File: config.mk
export PLATFORM = sky130hd
export DESIGN_NAME = barker_spreader_flat
export DESIGN_NICKNAME = d
export VERILOG_FILES = /design/src/rtl/barker_pkg.sv /design/src/rtl/barker_spreader_if.sv /design/src/rtl/barker_chip_rom.sv /design/src/rtl/barker_spreader.sv /design/src/flat_wrapper.sv
export SDC_FILE = /design/constraint.sdc
export NUM_CORES = 1
export LEC_CHECK = 0
export ABC_AREA = 1
export CORE_AREA = 10 10 49 51
export CTS_CLUSTER_DIAMETER = 80
export CTS_CLUSTER_SIZE = 25
export DETAILED_ROUTE_END_ITERATION = 8
export DIE_AREA = 0 0 59 61
export PLACE_DENSITY = 0.7
export SLEW_MARGIN = 20
export SYNTH_ARGS = -nofsm -noshare
export SYNTH_HDL_FRONTEND = slang
export SYNTH_HIERARCHICAL = 1
export SYNTH_SLANG_ARGS = --single-unit
File: constraint.sdc
create_clock -name i_clk -period 1.45 [get_ports i_clk]
set_clock_uncertainty 0.15 [all_clocks]
set_input_delay 0.29 -clock i_clk [delete_from_list [all_inputs] [get_ports i_clk]]
set_output_delay 0.29 -clock i_clk [all_outputs]
set_load 0.005 [all_outputs]
File: src/rtl/barker_pkg.sv
// Shared Barker-13 definitions, common to the spreader and the correlator.
//   BARKER_LEN       : chips per Barker word
//   BARKER13         : chip pattern, chip 0 at bit index 0 (1 = +1, 0 = -1)
//   spreader_state_t : spreader FSM states
package barker_pkg;

    localparam int unsigned BARKER_LEN = 13;

    // Chip order 1111100110101 with chip 0 first, so the literal reads reversed.
    localparam logic [BARKER_LEN-1:0] BARKER13 = 13'b1010110011111;

    typedef enum logic [1:0] {
        StIdle,
        StPreamble,
        StLoad,
        StData
    } spreader_state_t;

endpackage

File: src/rtl/barker_spreader_if.sv
// 1-bit AXI-Stream bundle.
//   master : drives tdata/tvalid/tlast/tuser, receives tready
//   slave  : receives tdata/tvalid/tlast, drives tready (tuser is unused on input)
interface barker_spreader_if;

    logic tdata;
    logic tvalid;
    logic tready;
    logic tlast;
    logic tuser;

    modport master (output tdata, output tvalid, output tlast, output tuser, input tready);
    modport slave  (input tdata, input tvalid, input tlast, output tready);

endinterface

File: src/rtl/barker_chip_rom.sv
// Combinational chip lookup: maps (chip index, symbol bit) to one output chip.
//   chip_idx : chip position 0..12 within the word
//   sym_bit  : symbol bit; 1 emits the code, 0 emits its inverse
//   chip     : resulting chip (1 = +1, 0 = -1)
module barker_chip_rom
    import barker_pkg::*;
(
    input  logic [3:0] chip_idx,
    input  logic       sym_bit,
    output logic       chip
);

    always_comb begin
        chip = 1'b0;
        if (chip_idx <= 4'd12) begin
            chip = BARKER13[chip_idx] ~^ sym_bit;
        end
    end

endmodule

File: src/rtl/barker_spreader.sv
// Spreads each payload bit into one 13-chip Barker word, with an optional
// per-frame preamble of PREAMBLE_SYMBOLS all-ones words.
//   i_clk   : clock, rising edge
//   i_rst_n : asynchronous active-low reset
//   s_axis  : payload bit stream in (tdata, tvalid, tlast, tready)
//   m_axis  : chip stream out (tdata, tvalid, tlast, tuser = chip 0 of a word)
module barker_spreader
    import barker_pkg::*;
#(
    parameter int unsigned PREAMBLE_SYMBOLS = 1
) (
    input  logic                      i_clk,
    input  logic                      i_rst_n,
    barker_spreader_if.slave          s_axis,
    barker_spreader_if.master         m_axis
);

    localparam int unsigned PreW = (PREAMBLE_SYMBOLS > 1) ? $clog2(PREAMBLE_SYMBOLS + 1) : 1;
    localparam logic [PreW-1:0] PreLast =
        PreW'((PREAMBLE_SYMBOLS == 0) ? 0 : PREAMBLE_SYMBOLS - 1);
    localparam logic [3:0] ChipLast = 4'(BARKER_LEN - 1);
    localparam bit NoPreamble = (PREAMBLE_SYMBOLS == 0);

    spreader_state_t state_q, state_d;
    logic [3:0]      chip_cnt_q, chip_cnt_d;
    logic [PreW-1:0] pre_cnt_q, pre_cnt_d;
    logic            sym_bit_q, sym_bit_d;
    logic            frame_last_q, frame_last_d;

    logic m_valid, m_hs, eow, load_pt, s_ready, s_hs, word_bit, chip;

    barker_chip_rom u_rom (
        .chip_idx (chip_cnt_q),
        .sym_bit  (word_bit),
        .chip     (chip)
    );

    always_comb begin
        m_valid  = (state_q == StPreamble) || (state_q == StData);
        m_hs     = m_valid && m_axis.tready;
        eow      = m_hs && (chip_cnt_q == ChipLast);
        word_bit = (state_q == StPreamble) ? 1'b1 : sym_bit_q;
        // Word boundary where the next payload beat may be taken without a gap.
        load_pt  = eow && (((state_q == StPreamble) && (pre_cnt_q == PreLast)) ||
                           ((state_q == StData) && !frame_last_q));
        s_ready  = load_pt || (state_q == StLoad) || ((state_q == StIdle) && NoPreamble);
        s_hs     = s_axis.tvalid && s_ready;
    end

    always_comb begin
        state_d      = state_q;
        chip_cnt_d   = chip_cnt_q;
        pre_cnt_d    = pre_cnt_q;
        sym_bit_d    = sym_bit_q;
        frame_last_d = frame_last_q;

        if (m_hs) begin
            chip_cnt_d = eow ? 4'd0 : chip_cnt_q + 4'd1;
        end

        if (s_hs) begin
            sym_bit_d    = s_axis.tdata;
            frame_last_d = s_axis.tlast;
        end

        case (state_q)
            StIdle: begin
                if (s_hs) begin
                    state_d = StData;
                end else if (!NoPreamble && s_axis.tvalid) begin
                    // Beat is left pending; it is taken at the end of the preamble.
                    state_d   = StPreamble;
                    pre_cnt_d = '0;
                end
            end
            StPreamble: begin
                if (eow) begin
                    pre_cnt_d = pre_cnt_q + 1'b1;
                end
            end
            StData: begin
                if (eow && frame_last_q) begin
                    state_d = StIdle;
                end
            end
            StLoad: begin
                if (s_hs) begin
                    state_d = StData;
                end
            end
            default: state_d = StIdle;
        endcase

        if (load_pt) begin
            state_d = s_axis.tvalid ? StData : StLoad;
        end
    end

    always_ff @(posedge i_clk or negedge i_rst_n) begin
        if (!i_rst_n) begin
            state_q      <= StIdle;
            chip_cnt_q   <= '0;
            pre_cnt_q    <= '0;
            sym_bit_q    <= 1'b0;
            frame_last_q <= 1'b0;
        end else begin
            state_q      <= state_d;
            chip_cnt_q   <= chip_cnt_d;
            pre_cnt_q    <= pre_cnt_d;
            sym_bit_q    <= sym_bit_d;
            frame_last_q <= frame_last_d;
        end
    end

    always_comb begin
        m_axis.tvalid = m_valid;
        m_axis.tdata  = m_valid && chip;
        m_axis.tuser  = m_valid && (chip_cnt_q == 4'd0);
        m_axis.tlast  = (state_q == StData) && (chip_cnt_q == ChipLast) && frame_last_q;
        s_axis.tready = s_ready;
    end

endmodule

File: src/flat_wrapper.sv
// flat-port wrapper written by rule: the top's interface ports become plain ports
module barker_spreader_flat import barker_pkg::*;
#(
    parameter int unsigned PREAMBLE_SYMBOLS = 1
)
  (i_clk, i_rst_n, s_axis_tdata, s_axis_tvalid, s_axis_tlast, s_axis_tready, m_axis_tdata, m_axis_tvalid, m_axis_tlast, m_axis_tuser, m_axis_tready);
  barker_spreader_if s_axis_i ();
  barker_spreader_if m_axis_i ();
  input  logic i_clk;
  input  logic i_rst_n;
  input wire logic [$bits(s_axis_i.tdata)-1:0] s_axis_tdata;
  input wire logic [$bits(s_axis_i.tvalid)-1:0] s_axis_tvalid;
  input wire logic [$bits(s_axis_i.tlast)-1:0] s_axis_tlast;
  output wire logic [$bits(s_axis_i.tready)-1:0] s_axis_tready;
  output wire logic [$bits(m_axis_i.tdata)-1:0] m_axis_tdata;
  output wire logic [$bits(m_axis_i.tvalid)-1:0] m_axis_tvalid;
  output wire logic [$bits(m_axis_i.tlast)-1:0] m_axis_tlast;
  output wire logic [$bits(m_axis_i.tuser)-1:0] m_axis_tuser;
  input wire logic [$bits(m_axis_i.tready)-1:0] m_axis_tready;
  assign s_axis_i.tdata = s_axis_tdata;
  assign s_axis_i.tvalid = s_axis_tvalid;
  assign s_axis_i.tlast = s_axis_tlast;
  assign s_axis_tready = s_axis_i.tready;
  assign m_axis_tdata = m_axis_i.tdata;
  assign m_axis_tvalid = m_axis_i.tvalid;
  assign m_axis_tlast = m_axis_i.tlast;
  assign m_axis_tuser = m_axis_i.tuser;
  assign m_axis_i.tready = m_axis_tready;
  barker_spreader #(.PREAMBLE_SYMBOLS(PREAMBLE_SYMBOLS)) u_core (.i_clk(i_clk), .i_rst_n(i_rst_n), .s_axis(s_axis_i), .m_axis(m_axis_i));
endmodule
; ---- After elaboration in Yosys (flattened, before gate mapping)
; Memory sizes are Yosys's and may differ from the RTL's.
; Cells that the tools add are included.
; W data, S select, Z words.
[classes]
magnitude_cmp = 2
n_bitwise = 2
n_eq_ne = 10
add_sub_neg = 2
reduce_logical = 21
n_mux = 15
[op_table]
columns = cell, count
row1 = $logic_and A1 B1 Y1, 11
row2 = $mux W2, 5
row3 = $reduce_and A4 Y1, 2
row4 = $mux W1, 7
row5 = $pmux W2 S3, 1
row6 = $lt A4 B5 Y1 const B, 1
row7 = $add A4 B1 Y4 const B, 1
row8 = $eq A2 B2 Y1 const B, 2
row9 = $eq A4 B4 Y1 const B, 1
row10 = $le A4 B4 Y1 const B, 1
row11 = $logic_not A4 Y1, 1
row12 = $mux W4, 1
row13 = $ne A2 B2 Y1 const B, 2
row14 = $ne A4 B2 Y1 const B, 1
row15 = $reduce_bool A4 Y1, 1
row16 = $logic_or A1 B1 Y1, 3
row17 = $ne A3 B1 Y1 const B, 1
row18 = $ne A3 B2 Y1 const B, 1
row19 = $eq A2 B1 Y1 const B, 1
row20 = $logic_not A2 Y1, 1
row21 = $ne A2 B1 Y1 const B, 1
row22 = $pmux W1 S2, 1
row23 = $reduce_bool A2 Y1, 1
row24 = $add A1 B1 Y1 const B, 1
row25 = other kinds (3), 3
[totals]
regBits = 9
romBits = 16
input_bits = 6
output_inout_bits = 5
mem_count = 1
[mem_list]
columns = name, words, width, rd, rd_clocked_by_memory_dff, write_ports, line
row1 = (no name shown), 16, 1, 1, 0, 0, barker_chip_rom.sv:16  ; chip = BARKER13[chip_idx] ~^ sym_bit;

; ---- Depth between registers and ports, before layout
; Gate-level depths: netlist of the first run.
[logic_depth]
ltp_word = 10
ltp_mapped = 10
ltp_nobuf = 10

; ---- Cells and area by module
; Netlist of the first run, hierarchy kept.
[modules_own_cells]
columns = module, area_per_inst_um2, seq_area_each_um2, cells_each, n_inst
row1 = barker_spreader, 578.1, 225.2, 75, 1
row2 = barker_chip_rom, 67.6, 0.0, 15, 1

; ---- Least setup slack after synthesis of the first run
; No wires, ideal clock.
[synth_timing]
path_type = reg-to-output
from = register u_core.chip_cnt_q[0]
to = output s_axis_tready
t_arrival_ns = 1.097
path_slack_ns = -0.087
stages_incl_launch_ff = 7
cell_sequence = dfrtp_1 -> inv_1 -> ha_1 -> nand3_2 -> nor2_4 -> nand2_4 -> o21ai_4
[synth_via]
elab_chain_len = 4
[synth_lines]
columns = element, line
row1 = from (decl), barker_spreader.sv:25  ; logic [3:0] chip_cnt_q, chip_cnt_d;
row2 = from (signal assigned), barker_spreader.sv:108  ; chip_cnt_q <= chip_cnt_d;
row3 = $eq A4 B4 Y1, barker_spreader.sv:41  ; eow = m_hs && (chip_cnt_q == ChipLast);
row4 = $logic_and A1 B1 Y1, barker_spreader.sv:41
row5 = $logic_and A1 B1 Y1, barker_spreader.sv:44  ; load_pt = eow && (((state_q == StPreamble) && (pre_cnt_q == PreLast)) ||
row6 = $logic_or A1 B1 Y1, barker_spreader.sv:46  ; s_ready = load_pt || (state_q == StLoad) || ((state_q == StIdle) && NoPreamble);
row7 = to (decl), flat_wrapper.sv:14  ; output wire logic [$bits(s_axis_i.tready)-1:0] s_axis_tready;
; Every way passes these cells.

; ---- Worst setup path after layout of the first run
[layout_timing]
from = register u_core.chip_cnt_q[1]
to = output m_axis_tdata
[layout_via]
elab_chain_len = 5
word_cells_on_any_way = 6
cone_classes = order compare (1) / mux (2) / bitwise (1) / reduce/logical (1) / memory (1)
[layout_lines]
columns = element, line
row1 = $mem_v2 Z16 W1, -
row2 = $mux W1 (implied by the code), barker_chip_rom.sv:16
row3 = $xnor A1 B1 Y1, barker_chip_rom.sv:16
row4 = $mux W1 (*), barker_chip_rom.sv:15  ; if (chip_idx <= 4'd12) begin
row5 = net u_core.chip, barker_spreader.sv:30  ; logic m_valid, m_hs, eow, load_pt, s_ready, s_hs, word_bit, chip;
row6 = $logic_and A1 B1 Y1 (*), barker_spreader.sv:117  ; m_axis.tdata = m_valid && chip;
row7 = to (decl), flat_wrapper.sv:15  ; output wire logic [$bits(m_axis_i.tdata)-1:0] m_axis_tdata;
; The timed path passes the listed nets; every way through them passes the cells marked *. The select of a mux whose other input is x is not followed.

==> impl_metrics.sql, run 1 <==
INSERT INTO impl_metrics (metric_group, metric, value, unit) VALUES
('outcome', 'status', 'finished, violations left', ''),
('outcome', 'failed_checks', 'negative setup slack', ''),
('synth', 'number_of_flops_mapped_to_enable_cells_by_yosys', '0', ''),
('clock_network', 'clockRootBuffer', 'clkbuf_4', ''),
('placed_design', 'dp_hpwl', '1280', 'µm'),
('sta', 'finalWorstPathRequiredPeriod', '1.94', 'ns'),
('synth', 'synth.avg_cell_area', '7.17', 'µm²'),
('finish', 'antenna_cells_inserted', '0', ''),
('detailed_routing', 'antenna_violating_nets_post_route', '0', ''),
('synth', 'synthesis.instances', '90', ''),
('sta', 'setup-violations-final', '10', ''),
('finish', 'final_design_area_no_fill', '1110', 'µm²'),
('floorplanning', 'die_outline_height', '61', 'µm'),
('detailed_routing', 'drt_first_pass_iters', '4', ''),
('synth', 'synth.largest_area_cell', 'dfrtp_1', ''),
('global_route', 'grt-ovfl-total', '0', ''),
('critical_path', 'cp-end-kind', 'primary output', ''),
('critical_path', 'r2r_setup_slk', '-0.25', 'ns'),
('finish', 'layout-area-overhead-vs-synth', '72.1', '%'),
('critical_path', 'timing.critical_path.max_delay_family', 'flip-flops', ''),
('floorplanning', 'io_pins', '11', ''),
('critical_path', 'worst_r2r_startpoint', 'u_core/chip_cnt_q[0]$_DFFE_PN0P_', ''),
('sta', 'relSlewSlack', '71.4', '%'),
('critical_path', 'timing.critical_path.slowest_stage_cell', 'dfrtp_1', ''),
('sta', 'postLayoutSetupSlackWorst', '-0.492', 'ns'),
('finish', 'nets', '141', ''),
('clock_network', 'htree_levels', '1', ''),
('floorplanning', 'initial_core_util', '43.9', '%'),
('synth', 'synthFlopType', 'dfrtp_1', ''),
('clock_network', 'worst_setup_hold_path_clk_slew', '0.06', 'ns'),
('synth', 'synth-seq-cells', '9', ''),
('synth', 'yosys.cell_types.count', '21', ''),
('floorplanning', 'die_ar', '3600', 'µm²'),
('critical_path', 'crit_required', '1.01', 'ns'),
('critical_path', 'critical_path_buf_inv_count', '4', ''),
('synth', 'synthesis.yosys.warnings', '6', ''),
('global_route', 'number_of_antenna_violations_at_the_first_check_in_global_routing', '0', ''),
('clock_network', 'tritoncts_num_sinks', '9', ''),
('clock_network', 'cts_tree', 'done', ''),
('global_route', 'grt_first_pass_wirelength', '3130', 'µm'),
('global_route', 'grt_pass1_vias', '722', ''),
('critical_path', 'start_kind', 'flip-flop', ''),
('detailed_routing', 'detail_route.wl_per_cell', '13.9', 'µm'),
('sta', 'drv_slew', '0', ''),
('critical_path', 'slowest_delay', '0.38', 'ns'),
('clock_network', 'clock_insertion_delay_worst_skew', '0.26', 'ns'),
('synth', 'syn_nets', '99', ''),
('detailed_routing', 'wirelength', '2050', 'µm'),
('critical_path', 'critPathArrivalTime', '1.50', 'ns'),
('sta', 'final-hold-violation-count', '0', ''),
('synth', 'synth_sequential_area_ratio', '34.9', '%'),
('finish', 'final_core_utilization', '75.5', '%'),
('floorplanning', 'placement_row_count', '14', ''),
('floorplanning', 'coreArea', '1470', 'µm²'),
('synth', 'mappedNetlistArea', '646', 'µm²'),
('sta', 'final_min_period_over_clock_period', '134', '%'),
('power_and_ir_drop', 'power.leakage', '0.590', 'nW'),
('critical_path', 'path_class', 'flip-flop to primary output', ''),
('finish', 'fraction_of_layout_cells_with_a_size_suffix_above_1', '50.4', '%'),
('synth', 'count_leader_synth', 'nand2_1', ''),
('synth', 'yosysTopAreaCellShare', '34.9', '%'),
('finish', 'n_fill_cell', '98', ''),
('clock_network', 'postCtsHoldBufs', '0', ''),
('detailed_routing', 'routed-via-count', '749', ''),
('hold_path', 'worst_hold_path_type', 'primary input to asynchronous set/reset pin', ''),
('synth', 'synthTopCellsByCount', 'nand2_1 (29), inv_1 (12), nand3_1 (11)', ''),
('floorplanning', 'die_width', '59', 'µm'),
('clock_network', 'maximum_clock_path_buffer_count', '2', ''),
('detailed_routing', 'routed_via_density', '5.10', ''),
('detailed_routing', 'detail_route.drc_violations', '0', ''),
('placed_design', 'dpl-instance-area', '910', 'µm²');
[worst max-delay path by stage]
stage	start	to	slack (ns)	depth (start not counted)
floorplan	u_core/chip_cnt_q[0]$_DFFE_PN0P_	s_axis_tready	-0.09	6
global placement	m_axis_tready	s_axis_tready	-0.70	6
detailed placement	m_axis_tready	s_axis_tready	-0.70	6
CTS	u_core/chip_cnt_q[0]$_DFFE_PN0P_	m_axis_tdata	-0.50	11
global route	u_core/chip_cnt_q[1]$_DFFE_PN0P_	m_axis_tdata	-0.64	11
finish	u_core/chip_cnt_q[1]$_DFFE_PN0P_	m_axis_tdata	-0.49	11
[power breakdown]
part | internal (mW) | switching [mW]
Combinational | 0.785 | 0.774
Sequential | 0.373 | 0.154
Clock | 0.106 | 0.0915
Total | 1.26 | 1.02
[sequential cells by signal (all words and copies together), names as in the netlist]
register	flops
u_core/frame_last_q	1
u_core/state_q	2
u_core/pre_cnt_q	1
u_core/sym_bit_q	1
u_core/chip_cnt_q	4
[cells by family after synthesis]
logic type               Yosys count  share of synthesized area, %
AND/OR/NAND/NOR                   52                          39.1
buffers and inverters             18                          11.0
flip-flops                         9                          34.9
AO/OA/AOI/OAI                      7                          7.75
adder cells (fa/ha/maj)            3                          5.81
XOR/XNOR                           1                          1.36
[through the flow]
step	hold slack (ns)	worst slack (ns)	TNS (ns)	power, mW	std cells
floorplan	-0.156	-0.0874	-0.408	1.14	90
global placement	0.313	-0.696	-3.73	1.66	134
detailed placement	0.312	-0.703	-3.86	1.71	134
CTS	0.185	-0.499	-2.40	2.00	141
global route	0.202	-0.638	-3.51	2.45	147
finish	0.179	-0.492	-2.66	2.28	147
[timing repair]
item,CTS,global route
gates resized for setup,35,23
buffers inserted,3,10
pin swaps,5,10
endpoints found under the setup margin,11,12
hold endpoints to repair,0,0
[area by class of cell]
class / instances / area [µm²] / area share [%]
Multi-Input combinational cell: 63 / 440 / 39.6
Timing Repair Buffer: 39 / 333 / 30.0
Sequential cell: 9 / 226 / 20.4
Inverter: 16 / 65.1 / 5.86
Clock buffer: 4 / 26.3 / 2.36
Tap cell: 16 / 20.0 / 1.80
[metal layers]
metal	vias to the layer above	global-route usage, %	share of wire, %
met5	-	0	0
met4	0	4.92	0.98
met3	6	3.34	6.0
met2	27	21.5	55
met1	350	11.1	38
li1	366	-	-
[placed cells by master (no fill, tap or decap), types with 4 or more instances in the layout]
master	count
inv_2	5
nand2_1	21
nand3_1	8
buf_2	4
buf_4	20
clkdlybuf4s50_1	5
buf_6	10
dfrtp_1	8
nand2_2	9
inv_1	10
Note: power is estimated with default switching activity, not from simulation.
==> inputs of run 2 (changes only) <==
--- a/config.mk
+++ b/config.mk
@@ -6,14 +6,13 @@
 export NUM_CORES = 1
 export LEC_CHECK = 0
 export ABC_AREA = 1
-export CORE_AREA = 10 10 49 51
+export CORE_AREA = 10 10 47 49
 export CTS_CLUSTER_DIAMETER = 80
 export CTS_CLUSTER_SIZE = 25
 export DETAILED_ROUTE_END_ITERATION = 8
-export DIE_AREA = 0 0 59 61
-export PLACE_DENSITY = 0.7
+export DIE_AREA = 0 0 57 59
+export PLACE_DENSITY = 0.72
 export SLEW_MARGIN = 20
 export SYNTH_ARGS = -nofsm -noshare
 export SYNTH_HDL_FRONTEND = slang
-export SYNTH_HIERARCHICAL = 1
 export SYNTH_SLANG_ARGS = --single-unit
==> constraint.sdc (replaced) <==
create_clock -name i_clk -period 2.24 [get_ports i_clk]
set_clock_uncertainty 0.15 [all_clocks]
set_input_delay 0.448 -clock i_clk [delete_from_list [all_inputs] [get_ports i_clk]]
set_output_delay 0.448 -clock i_clk [all_outputs]
set_load 0.005 [all_outputs]
==> run 2 against run 1 <==
  * The flow now finishes without violations
  * Worst hold slack improved by 0.14 ns
  * Synthesized cell count shrank 8.9%
  * Power fell by 53%
  * Via count down 17%
  * Register-to-register slack gained 0.91 ns
  * Clock power fell by 35%
  * Design area decreased by 24%
  * Combinational power decreased by 59%
  * Wire length shrank 31%
  * Critical endpoint is now s_axis_tready
  * Largest power group unchanged
  * Highest routed layer unchanged
==> impl_metrics.sql, run 2 <==
INSERT INTO impl_metrics (metric_group, metric, value, unit) VALUES
('flow_run', 'maxCapViolations', '0', ''),
('global_route', 'grt_use_total', '9.16', '%'),
('placed_design', 'port_buffer_cells', '10', ''),
('global_route', 'grt-ovfl-total', '0', ''),
('critical_path', 'critical_path_buf_inv_count', '2', ''),
('global_route', 'grt_pass1_vias', '590', ''),
('synth', 'synthTopCellsByCount', 'nand2_1 (25), inv_1 (11), dfrtp_1 (9), nand3_1 (9), o21ai_0 (4)', ''),
('finish', 'final_design_area_no_fill', '845', 'µm²'),
('detailed_routing', 'antenna_violating_nets_post_route', '0', ''),
('finish', 'fraction_of_layout_cells_with_a_size_suffix_above_1', '26.0', '%'),
('finish', 'n_fill_cell', '145', ''),
('finish', 'registers.top_by_ff_count', 'u_core.chip_cnt_q', ''),
('synth', 'synth_sequential_area_ratio', '35.9', '%'),
('finish', 'nets', '113', ''),
('synth', 'synth-async-reset-ratio', '100', '%'),
('placed_design', 'dp_hpwl', '1100', 'µm'),
('detailed_routing', 'detail_route.drc_violations', '0', ''),
('clock_network', 'tritoncts.num_buffers', '3', ''),
('sta', 'final_tns_setup', '0', 'ns'),
('synth', 'synth-seq-cells', '9', ''),
('synth', 'number_of_flops_mapped_to_enable_cells_by_yosys', '0', ''),
('global_route', 'grt_first_pass_wirelength', '2530', 'µm'),
('detailed_routing', 'drt_first_pass_iters', '4', ''),
('critical_path', 'critical_path_peak_fanout', '4', ''),
('finish', 'final_core_utilization', '60.3', '%'),
('sta', 'transition_time_of_the_tightest_slew_check_pin', '0.420', 'ns'),
('floorplanning', 'coreArea', '1400', 'µm²'),
('critical_path', 'path_class', 'flip-flop to primary output', ''),
('critical_path', 'worst_r2r_path_depth', '10', ''),
('detailed_routing', 'wirelength', '1410', 'µm'),
('power_and_ir_drop', 'p_per_area', '1270', 'nW/µm²'),
('finish', 'final_common_cell', 'nand2_1', ''),
('placed_design', 'gp_congestion', '0.811', ''),
('clock_network', 'clock_insertion_delay_worst_skew', '0.26', 'ns'),
('clock_network', 'clockRootBuffer', 'clkbuf_4', ''),
('clock_network', 'postCtsHoldBufs', '0', ''),
('synth', 'synth.avg_cell_area', '7.64', 'µm²'),
('clock_network', 'htree_levels', '1', ''),
('critical_path', 'start_kind', 'flip-flop', ''),
('clock_network', 'worst_setup_hold_path_clk_slew', '0.07', 'ns'),
('synth', 'mappedNetlistArea', '627', 'µm²'),
('global_route', 'grt_max_degree', '10', ''),
('critical_path', 'critical_path.cell_chain', 'inv_2 > ha_4 > nand3_4 > nor2_4 > nand2_4 > o21ai_4 > dlygate4sd2_1', ''),
('floorplanning', 'die_ar', '3360', 'µm²'),
('sta', 'worst_hold_slack', '0.322', 'ns'),
('detailed_routing', 'drtIter0Drc', '17', ''),
('hold_path', 'hold_depth', '2', ''),
('finish', 'layout-area-overhead-vs-synth', '34.7', '%'),
('hold_path', 'worst_hold_path_type', 'flip-flop to flip-flop', ''),
('power_and_ir_drop', 'power.leakage', '0.463', 'nW'),
('power_and_ir_drop', 'peakVddDrop', '0.570', 'mV'),
('critical_path', 'slowest_delay', '0.39', 'ns'),
('critical_path', 'destination_of_the_worst_register_to_register_timing_path', 'u_core.state_q[0]$_DFFE_PN0P_', ''),
('critical_path', 'worst_r2r_startpoint', 'u_core.chip_cnt_q[1]$_DFFE_PN0P_', ''),
('detailed_routing', 'routed-via-count', '618', ''),
('synth', 'synthesis.yosys.warnings', '0', ''),
('power_and_ir_drop', 'p_total', '1.07', 'mW'),
('critical_path', 'cp-end-kind', 'primary output', ''),
('synth', 'synth.largest_area_cell', 'dfrtp_1', ''),
('critical_path', 'r2r_setup_slk', '0.66', 'ns'),
('finish', 'mostFrequentLayoutCells', 'nand2_1 (25), buf_4 (10), inv_1 (9), nand3_1 (9), dfrtp_1 (9)', ''),
('finish', 'regArea', '225', 'µm²'),
('floorplanning', 'die_outline_height', '59', 'µm'),
('critical_path', 'critPathArrivalTime', '1.52', 'ns'),
('synth', 'post_synth_main_area_contributors', 'dfrtp_1 (36%), nand2_1 (15%), nand3_1 (7.2%), inv_1 (6.6%), nand3_4 (5.6%)', ''),
('sta', 'setup_repair_after_global_routing_missed_its_margin', 'false', ''),
('placed_design', 'numPlacedInstances', '113', ''),
('synth', 'synthFlopType', 'dfrtp_1', ''),
('placed_design', 'dpl-instance-area', '785', 'µm²'),
('finish', 'final_non_filler_cells', '120', ''),
('critical_path', 'timing.critical_path.max_delay_family', 'flip-flops', ''),
('floorplanning', 'die_width', '57', 'µm'),
('sta', 'final_min_period_over_clock_period', '94.7', '%'),
('detailed_routing', 'detail_route.wl_per_cell', '11.7', 'µm'),
('critical_path', 'timing.critical_path.slowest_stage_cell', 'dfrtp_1', ''),
('detailed_routing', 'routed_via_density', '5.15', ''),
('sta', 'final-hold-violation-count', '0', ''),
('finish', 'antenna_cells_inserted', '0', ''),
('outcome', 'status', 'completed', ''),
('hold_path', 'timing.hold.worst_endpoint', 'u_core.frame_last_q$_DFFE_PN0P_', ''),
('hold_path', 'hold_start', 'u_core.frame_last_q$_DFFE_PN0P_', ''),
('finish', 'reg_top3', 'u_core.chip_cnt_q x4, u_core.state_q x2', ''),
('sta', 'drv_slew', '0', ''),
('finish', 'multi_input_area', '362', 'µm²'),
('synth', 'count_leader_synth', 'nand2_1', ''),
('synth', 'synthesis.instances', '82', ''),
('global_route', 'number_of_antenna_violations_at_the_first_check_in_global_routing', '0', ''),
('sta', 'setup-violations-final', '0', ''),
('finish', 'largest_reg_flops', '4', ''),
('synth', 'yosys.cell_types.count', '22', ''),
('sta', 'relSlewSlack', '71.9', '%'),
('floorplanning', 'placement_row_count', '14', ''),
('clock_network', 'tritoncts_num_sinks', '9', ''),
('floorplanning', 'initial_core_util', '44.7', '%'),
('clock_network', 'maximum_clock_path_buffer_count', '2', ''),
('sta', 'finalWorstPathRequiredPeriod', '2.12', 'ns'),
('sta', 'postLayoutSetupSlackWorst', '0.119', 'ns'),
('synth', 'syn_nets', '90', ''),
('synth', 'yosysTopAreaCellShare', '35.9', '%'),
('floorplanning', 'io_pins', '11', ''),
('placed_design', 'dp_worst_setup_slack', '-0.149', 'ns'),
('sta', 'peak_clock_frequency_supported_by_timing', '0.472', 'GHz'),
('clock_network', 'cts_tree', 'done', ''),
('critical_path', 'crit_required', '1.64', 'ns');
[run 2: final cells by class]
cell class	count	share of cell area [%]
Clock buffer	4	3.11
Inverter	11	4.89
Multi-Input combinational cell	60	42.8
Sequential cell	9	26.7
Tap cell	16	2.37
Timing Repair Buffer	20	20.1
[run 2: worst register-to-register path, stage by stage, from the launching register on]
cell and delay (ns):
dfrtp_1 0.39, inv_2 0.08, ha_4 0.15, nand3_4 0.11
nor2_4 0.16, nand2_4 0.07, buf_4 0.14, nand2_1 0.05
nand2_1 0.06, nand3_1 0.06, nand2_1 0.06
[run 2: what timing repair did]
item,4_1_cts,5_1_grt
setup buffers,2,1
resized for setup,7,5
endpoints found under the setup margin,4,3
pin swaps,2,2
[run 2: how the worst max path moves through the flow]
stage,start,endpoint,slack [ns],cells past startpoint
2_1_floorplan,u_core.chip_cnt_q[0]$_DFFE_PN0P_,m_axis_tdata,0.45,6
3_3_place_gp,m_axis_tready,s_axis_tready,-0.16,6
3_5_place_dp,m_axis_tready,s_axis_tready,-0.15,6
4_1_cts,u_core.chip_cnt_q[0]$_DFFE_PN0P_,m_axis_tdata,0.002,7
5_1_grt,u_core.chip_cnt_q[1]$_DFFE_PN0P_,s_axis_tready,0.03,7
6_report,u_core.chip_cnt_q[1]$_DFFE_PN0P_,s_axis_tready,0.12,7
[run 2: cells by family after synthesis]
| kind of cell | count (synthesis) | share of synthesized area (%) |
|---|---|---|
| adders and majority gates | 2 | 3.99 |
| DFF | 9 | 35.9 |
| and+or+nand+nor | 48 | 40.7 |
| buffers and inverters | 13 | 8.98 |
| AOI/OAI and AO/OA | 10 | 10.4 |
[run 2: metal layers]
layer  GRT usage, %  up-vias  part of all wire [%]
met5              0        -                     0
met2           13.5       25                    43
met4           5.03        0                   3.2
met3           2.58        7                   6.2
met1           11.7      274                    48
li1               -      312                     -
[run 2: power breakdown]
group / total (mW) / internal (mW) / switching (mW)
clock: 0.128 / 0.0688 / 0.0592
sequential: 0.306 / 0.237 / 0.0683
combinational: 0.636 / 0.294 / 0.342
